--- src/rtl/complex_mult_pipe.sv ---
// Pipelined signed complex multiplier, p = a*b, 16-bit I/Q in, 32-bit I/Q out.
// A strobe rides a matching delay line so validity tracks data through stalls.

module cmp_delay_line #(
    parameter int WIDTH = 1,
    parameter int DEPTH = 4
) (
    input  logic             clock,
    input  logic             reset,
    input  logic             enable,
    input  logic [WIDTH-1:0] data_in,
    output logic [WIDTH-1:0] data_out
);

    if (DEPTH < 1) begin : g_bad_depth
        $error("cmp_delay_line: DEPTH must be at least 1");
    end

    logic [WIDTH-1:0] stage_q [DEPTH];
    logic [WIDTH-1:0] stage_d [DEPTH];

    always_comb begin
        for (int i = 0; i < DEPTH; i++) begin
            stage_d[i] = stage_q[i];
        end
        if (enable) begin
            stage_d[0] = data_in;
            for (int i = 1; i < DEPTH; i++) begin
                stage_d[i] = stage_q[i-1];
            end
        end
    end

    always_ff @(posedge clock) begin
        for (int i = 0; i < DEPTH; i++) begin
            if (reset) begin
                stage_q[i] <= '0;
            end else begin
                stage_q[i] <= stage_d[i];
            end
        end
    end

    assign data_out = stage_q[DEPTH-1];

endmodule

module complex_mult_pipe #(
    parameter int LATENCY   = 4,
    parameter int STB_WIDTH = 1
) (
    input  logic        clock,
    input  logic        reset,
    input  logic        enable,
    input  logic [15:0] a_i,
    input  logic [15:0] a_q,
    input  logic [15:0] b_i,
    input  logic [15:0] b_q,
    input  logic        input_strobe,
    output logic [31:0] p_i,
    output logic [31:0] p_q,
    output logic        output_strobe
);

    // S1: operand registers
    logic signed [15:0] a_i_q, a_q_q, b_i_q, b_q_q;
    logic signed [15:0] a_i_d, a_q_d, b_i_d, b_q_d;
    // S2: partial products
    logic signed [31:0] ii_q, qq_q, iq_q, qi_q;
    logic signed [31:0] ii_d, qq_d, iq_d, qi_d;
    // S3: combine, S4: output
    logic [31:0] re_q, im_q, re_d, im_d;
    logic [31:0] out_i_q, out_q_q, out_i_d, out_q_d;

    logic [STB_WIDTH-1:0] stb_in;
    logic [STB_WIDTH-1:0] stb_out;

    // Data is computed every enabled cycle; the strobe alone marks validity.
    always_comb begin
        a_i_d   = a_i_q;
        a_q_d   = a_q_q;
        b_i_d   = b_i_q;
        b_q_d   = b_q_q;
        ii_d    = ii_q;
        qq_d    = qq_q;
        iq_d    = iq_q;
        qi_d    = qi_q;
        re_d    = re_q;
        im_d    = im_q;
        out_i_d = out_i_q;
        out_q_d = out_q_q;
        if (enable) begin
            a_i_d   = $signed(a_i);
            a_q_d   = $signed(a_q);
            b_i_d   = $signed(b_i);
            b_q_d   = $signed(b_q);
            ii_d    = a_i_q * b_i_q;
            qq_d    = a_q_q * b_q_q;
            iq_d    = a_i_q * b_q_q;
            qi_d    = a_q_q * b_i_q;
            // Modulo 2^32: only the all -32768 case wraps (p_q = 2^31).
            re_d    = ii_q - qq_q;
            im_d    = iq_q + qi_q;
            out_i_d = re_q;
            out_q_d = im_q;
        end
    end

    always_ff @(posedge clock) begin
        if (reset) begin
            a_i_q   <= '0;
            a_q_q   <= '0;
            b_i_q   <= '0;
            b_q_q   <= '0;
            ii_q    <= '0;
            qq_q    <= '0;
            iq_q    <= '0;
            qi_q    <= '0;
            re_q    <= '0;
            im_q    <= '0;
            out_i_q <= '0;
            out_q_q <= '0;
        end else begin
            a_i_q   <= a_i_d;
            a_q_q   <= a_q_d;
            b_i_q   <= b_i_d;
            b_q_q   <= b_q_d;
            ii_q    <= ii_d;
            qq_q    <= qq_d;
            iq_q    <= iq_d;
            qi_q    <= qi_d;
            re_q    <= re_d;
            im_q    <= im_d;
            out_i_q <= out_i_d;
            out_q_q <= out_q_d;
        end
    end

    assign stb_in = STB_WIDTH'(input_strobe);

    cmp_delay_line #(
        .WIDTH (STB_WIDTH),
        .DEPTH (LATENCY)
    ) u_stb_delay (
        .clock    (clock),
        .reset    (reset),
        .enable   (enable),
        .data_in  (stb_in),
        .data_out (stb_out)
    );

    assign p_i           = out_i_q;
    assign p_q           = out_q_q;
    assign output_strobe = stb_out[0];

endmodule

--- config.mk ---
export PLATFORM = sky130hd
export DESIGN_NAME = complex_mult_pipe
export DESIGN_NICKNAME = d
export VERILOG_FILES = /design/src/rtl/complex_mult_pipe.sv
export SDC_FILE = /design/constraint.sdc
export NUM_CORES = 2
export LEC_CHECK = 0
export CORE_MARGIN = 2
export CORE_UTILIZATION = 65
export DETAILED_ROUTE_END_ITERATION = 7
export PLACE_DENSITY = 0.86
export SLEW_MARGIN = 25
export SYNTH_ARGS = -nofsm -noshare
export SYNTH_HDL_FRONTEND = slang
export SYNTH_SLANG_ARGS = --single-unit
--- constraint.sdc ---
create_clock -name clock -period 10.29 [get_ports clock]
set_input_delay 2.058 -clock clock [delete_from_list [all_inputs] [get_ports clock]]
set_output_delay 2.058 -clock clock [all_outputs]
set_load 0.03 [all_outputs]
; ---- Word level (Yosys, flattened, before mapping)
; Memories as Yosys holds them, arrays and structs flattened.
; Cells that the tools add are included.
[word_totals]
register_bits = 320
memories = 1
input_bits = 68
ram_bits = 4
[mem_list]
columns = memory, depth, word_bits, read_ports, rd_clocked_by_memory_dff, write_ports, line_no
row1 = u_stb_delay.stage_q, 4, 1, 4, 0, 4, 19  ; logic [WIDTH-1:0] stage_q [DEPTH];
[op_classes]
muxes = 8
n_addsub = 2
bitwise = 4
n_mul = 4
[ops]
columns = operator, count
row1 = 16-bit by 16-bit multiplier with 32-bit output, 4
row2 = 32-bit adder, 1
row3 = 32-bit subtractor, 1
row4 = 1-bit 2-to-1 mux, 7
row5 = 4-bit 2-to-1 mux, 1
row6 = 1-bit OR, 4

; ---- Longest topological paths before layout
[logic_depth]
word_depth = 3
ltp_mapped = 25
ltp_nobuf = 24

; ---- Hierarchy
; From an unflattened synthesis, not the netlist that was laid out.
[unflattened]
hier_cells = 5867
area_unflattened_um2 = 53237.3
[by_module_without_submodules]
columns = module, n_inst, area_each_um2, seq_area_each_um2, cells_each
row1 = complex_mult_pipe, 1, 53097.2, 6406.1, 5854
row2 = cmp_delay_line, 1, 140.1, 80.1, 13

; ---- Least setup slack after synthesis
; OpenSTA, ideal clock, no wires.
[synth_path]
path_kind = register -> register
start = register a_q_q[15]
end = register qi_q[30]
required_ns = 10.161
stages_incl_launch_ff = 22
n_path_buf = 1
path_slack_ns = 3.765
period_less_slack_ns = 6.525
arrival_time_ns = 6.395
cell_sequence = dfxtp_1 -> clkbuf_1 -> nand2_1 -> inv_1 -> fa_1 -> fa_1 -> fa_1 -> fa_1 -> fa_1 -> inv_1 -> fa_1 -> inv_1 -> ha_1 -> and2_1 -> a221o_1 -> a221o_1 -> a21oi_1 -> nor2_1 -> a311o_1 -> a41oi_1 -> xor2_1 -> o21ai_0
[synth_via]
elab_chain_len = 1
[synth_lines]
columns = element, line_no
row1 = from (decl), 66  ; logic signed [15:0] a_i_q, a_q_q, b_i_q, b_q_q;
row2 = from (signal assigned), 125  ; a_q_q <= a_q_d;
row3 = 16-bit by 16-bit multiplier with 32-bit output, 100  ; qi_d = a_q_q * b_i_q;
row4 = to (signal assigned), 131  ; qi_q <= qi_d;
row5 = to (decl), 69  ; logic signed [31:0] ii_q, qq_q, iq_q, qi_q;
; No other way between the ends.
; A chain may end at the register's enable or synchronous reset.

; ---- Worst setup path in the final report
[layout_path]
start = register b_q_q[3]
end = register qq_q[30]
[layout_via]
elab_chain_len = 1
[layout_lines]
columns = element, line_no
row1 = from (decl), 66
row2 = from (signal assigned), 127  ; b_q_q <= b_q_d;
row3 = 16-bit by 16-bit multiplier with 32-bit output, 98  ; qq_d = a_q_q * b_q_q;
row4 = to (signal assigned), 129  ; qq_q <= qq_d;
row5 = to (decl), 69
; No other way between the ends.

==> PnR_summary.wiki <==
{| class="wikitable"
! Metric !! Value
|-
| Peak supply drop || 104.4 uV
|-
| Row count || 104
|-
| CTS tree || yes
|-
| Number of global-route vias before repair || 42320
|-
| Unrepaired setup endpoints after global routing || no
|-
| Antenna violations before repair || 2
|-
| Global-route wire length before repair || 220100 microns
|-
| Internal power component || 0.003582 W
|-
| Routability congestion estimate || 0.9266
|-
| Arrival time at the worst endpoint || 7.99 ns
|-
| Fin. max-slew vios || 0
|-
| Switching part of the total power || 43.86%
|-
| Number of maximum-capacitance violations || 0
|-
| Setup-violating endpoint count in the final report || 0
|-
| Post-synthesis area per instance || 9.067 sq um
|-
| Cell at the root of the clock tree || sky130_fd_sc_hd__clkbuf_16
|-
| Routed wire length || 135200 microns
|-
| Worst Clk Skew || 0.03750 ns
|-
| Combinational share of power || 50.2%
|-
| Leading cell type in the layout, fill and taps excluded || sky130_fd_sc_hd__inv_1
|-
| Final period utilization || 73.29%
|-
| Reg-to-reg setup timing slack || 2.75 ns
|-
| Seq cells post-synth || 324
|-
| Clock sink count || 324
|-
| Post-synthesis net count || 7362
|-
| Clock power share || 24.3%
|-
| Antenna Nets Post-Route || 0
|-
| Final worst path period need || 7.541 ns
|-
| Half-perimeter wire length after placement || 101200 microns
|-
| Synth warnings || 0
|-
| Clock latency at the later pin of the worst-skew pair || 0.62 ns
|-
| Class of the worst hold path || reg2reg
|-
| Setup crit end kind || register
|-
| Antenna Cells || 0
|-
| Core ar. || 80680 sq um
|-
| Reg2Reg Depth || 22
|-
| GRT Overall Usage || 33.52%
|-
| Full die area || 83960 sq um
|-
| Fin cells || 6911
|-
| Endpoint of the lowest-slack register-to-register path || qq_q[30]
|-
| Number of filler instances in the final layout || 5810
|-
| Maximum number of pins on one net before global-route repair || 137
|-
| Drt initial violations || 3361
|-
| Final Hold Vio Count || 0
|-
| Sequential element share of the synthesized area || 12.22%
|-
| Buffers from clock root to sink, at most || 3
|-
| Actual transition at the worst max-transition pin || 1.186 ns
|-
| Post-cts gate resize count || 0
|-
| GR Layer Usage met3 || 5.589%
|-
| Die span in x || 289.8 microns
|-
| Cts bufs inserted || 40
|-
| Number of detailed-route iterations in the first pass || 6
|-
| Syn-to-layout area delta || 6.735%
|-
| Total chip power || 0.006380 W
|-
| Cell area after synthesis || 53080 sq um
|-
| Top-level port count || 133
|-
| Top post-synthesis cells by area || sky130_fd_sc_hd__fa_1 (40%), sky130_fd_sc_hd__dfxtp_1 (12%), sky130_fd_sc_hd__ha_1 (9.2%), sky130_fd_sc_hd__inv_1 (8.6%), sky130_fd_sc_hd__and2_1 (6.0%)
|-
| Sequential share of power || 25.6%
|-
| Critical path class || reg2reg
|-
| Worst hold path cell count || 2
|-
| Ratio of total power to cell area || 112.6 nW/um^2
|-
| Die height || 289.8 microns
|-
| Hold-fix buffers at CTS || 0
|-
| Met2 routing resource usage after global routing || 52.71%
|-
| Via density per instance || 5.797
|-
| Reported leakage power || 28.94 nW
|-
| Worst Setup Start Kind || register
|-
| Synth Flop Type || sky130_fd_sc_hd__dfxtp_1
|-
| Share of Yosys cell area claimed by the top area cell type || 39.60%
|-
| Number of buffer cells added on primary ports || 132
|-
| Area leader, netlist || sky130_fd_sc_hd__fa_1
|-
| Worst slew margin relative to its limit || 20.84%
|-
| Fmax || 132.6 MHz
|-
| Post-CTS Setup Repair Bufs || 0
|-
| Critical-path maximum fanout || 18
|-
| Outcome || complete, no violations
|-
| Clk slew on worst S/H paths || 0.06 ns
|-
| Pre-CTS setup slack || 2.877 ns
|-
| Instance count of the mapped netlist || 5854
|-
| Vias post-DR || 40060
|-
| Share of post-route cells with drive strength above 1 || 2.786%
|-
| Drt drc || 0
|-
| Post-synth EDFFs || 0
|-
| Met1 Usage GRT || 43.52%
|-
| Switching power summed over all nets || 0.002799 W
|-
| Final worst-path setup slack || 2.749 ns
|-
| Grt ovf || 0
|-
| Start of the worst register-to-register path || b_q_q[3]
|-
| Placed cell count || 6839
|-
| Total number of H-tree levels || 2
|-
| Worst EP required || 10.74 ns
|-
| Worst min-delay path startpoint || im_q[23]
|-
| Synth async-reset ratio || 0%
|-
| Post-synthesis cell type count || 67
|-
| GRT busiest layer || met2
|-
| Number of nets in the finished design || 7329
|-
| Worst-case hold path end point || im_q[23]
|-
| Commonest cells after routing, fill and taps aside || sky130_fd_sc_hd__inv_1 (1220), sky130_fd_sc_hd__fa_1 (1050), sky130_fd_sc_hd__nand2_1 (579), sky130_fd_sc_hd__and2_1 (508), sky130_fd_sc_hd__ha_1 (390)
|-
| Starting density of the core || 65.79%
|-
| Mean routed wirelength per cell || 19.56 microns
|-
| Setup tns final || 0 ns
|}
==> logic make-up (layout without fill, tap and decap cells) <==
group | count (synthesis) | in the layout | synth area share, %
XOR/XNOR | 189 | 189 | 3.119
flip-flops | 324 | 324 | 12.22
adder cells (fa/ha/maj) | 1440 | 1440 | 48.80
AND/OR/NAND/NOR | 1646 | 1646 | 14.75
buffers and inverters | 1497 | 1494 | 10.59
multiplexers | 206 | 206 | 3.885
AO/OA/AOI/OAI | 552 | 552 | 6.640
==> cell type report <==
cell class | instances | area (sq um) | share of cell area [%]
Multi-Input combinational cell | 4033 | 40990 | 72.34
Sequential cell | 324 | 6491 | 11.46
Inverter | 1221 | 4583 | 8.090
Timing Repair Buffer | 201 | 1862 | 3.286
Tap cell | 1060 | 1326 | 2.341
Clock buffer | 54 | 1134 | 2.001
Clock inverter | 18 | 271.5 | 0.4793
==> registers in the layout, summed over array words and instances (netlist names) <==
signal and flops:
b_i_q 16, a_q_q 16, qi_q 32, re_q 32, im_q 32, a_i_q 16
u_stb_delay.stage_q 4, p_q 32, b_q_q 16, p_i 32, ii_q 32, qq_q 32
iq_q 32
==> power by group through the flow <==
stage	Sequential (W)	Clock (W)	Combinational, W
final	0.00163	0.00155	0.00320
after global routing	0.00164	0.00160	0.00353
after CTS	0.00162	0.00156	0.00315
after detailed placement	0.00165	0	0.00312
after global placement	0.00164	0	0.00300
after floorplan	0.00159	0	0.00225
==> per-layer routing <==
metal / share of wire, % / routed length [microns]
met2: 46 / 61750
met4: 7.8 / 10590
met1: 38 / 50880
met3: 8.8 / 11950
met5: 0 / 0
==> critical path: stages (launching register included) <==
cell,delay (ns)
sky130_fd_sc_hd__dfxtp_1,0.83
sky130_fd_sc_hd__buf_4,0.38
sky130_fd_sc_hd__nand2_1,0.10
sky130_fd_sc_hd__fa_1,0.47
sky130_fd_sc_hd__fa_1,0.51
sky130_fd_sc_hd__fa_1,0.51
sky130_fd_sc_hd__inv_1,0.05
sky130_fd_sc_hd__fa_1,0.48
sky130_fd_sc_hd__fa_1,0.49
sky130_fd_sc_hd__inv_1,0.05
sky130_fd_sc_hd__fa_1,0.48
sky130_fd_sc_hd__inv_1,0.05
sky130_fd_sc_hd__ha_1,0.34
sky130_fd_sc_hd__a21oi_1,0.26
sky130_fd_sc_hd__nand2_1,0.08
sky130_fd_sc_hd__a21oi_1,0.13
sky130_fd_sc_hd__a21boi_0,0.50
sky130_fd_sc_hd__a2bb2oi_1,0.61
sky130_fd_sc_hd__o31ai_1,0.25
sky130_fd_sc_hd__a21boi_0,0.37
sky130_fd_sc_hd__nor2b_1,0.10
sky130_fd_sc_hd__o2111ai_1,0.19
sky130_fd_sc_hd__o211ai_1,0.12
==> per-stage QoR <==
step | util [%] | area (sq um) | hold WS [ns]
floorplan | - | 53080 | 0.4248
global placement | 68.48 | 55250 | 0.4373
detailed placement | 68.48 | 55250 | 0.4491
CTS | 70.22 | 56650 | 0.4643
global route | 70.22 | 56650 | 0.4900
finish | 70.22 | 56650 | 0.4592
==> Yosys cell counts (all sizes together), types with 5 or more instances <==
cell type  instances
o211ai             8
a211o              5
o21ai            122
fa              1050
o2111ai            5
ha               390
o21bai            22
nor2b             21
mux2i            206
and2             508
o31ai             12
nor2             384
clkbuf           249
o21a              24
nand2            580
xor2              52
nand2b            37
dfxtp            324
a21boi             7
inv             1221
nand3             45
a21o              68
a2111oi            6
a21oi            159
and3              14
xnor2            137
o22ai              7
a31o               6
nor3              16
or3               12
a211oi            35
buf               27
a31oi             29
nand4              9
==> worst max-delay path by stage <==
| stage | from | endpoint | slack [ns] | cells after the start |
|---|---|---|---|---|
| 6_report | b_q_q[3] | qq_q[30] | 2.75 | 22 |
| 5_1_grt | b_q_q[3] | qq_q[30] | 2.27 | 22 |
| 4_1_cts | b_q_q[3] | qq_q[30] | 2.86 | 22 |
| 3_5_place_dp | b_q_q[3] | qq_q[30] | 2.88 | 22 |
| 3_3_place_gp | b_i_q[5] | qi_q[30] | 3.00 | 20 |
| 2_1_floorplan | a_q_q[15] | qi_q[30] | 3.77 | 21 |
No activity file was read; power rests on OpenSTA's default activity.
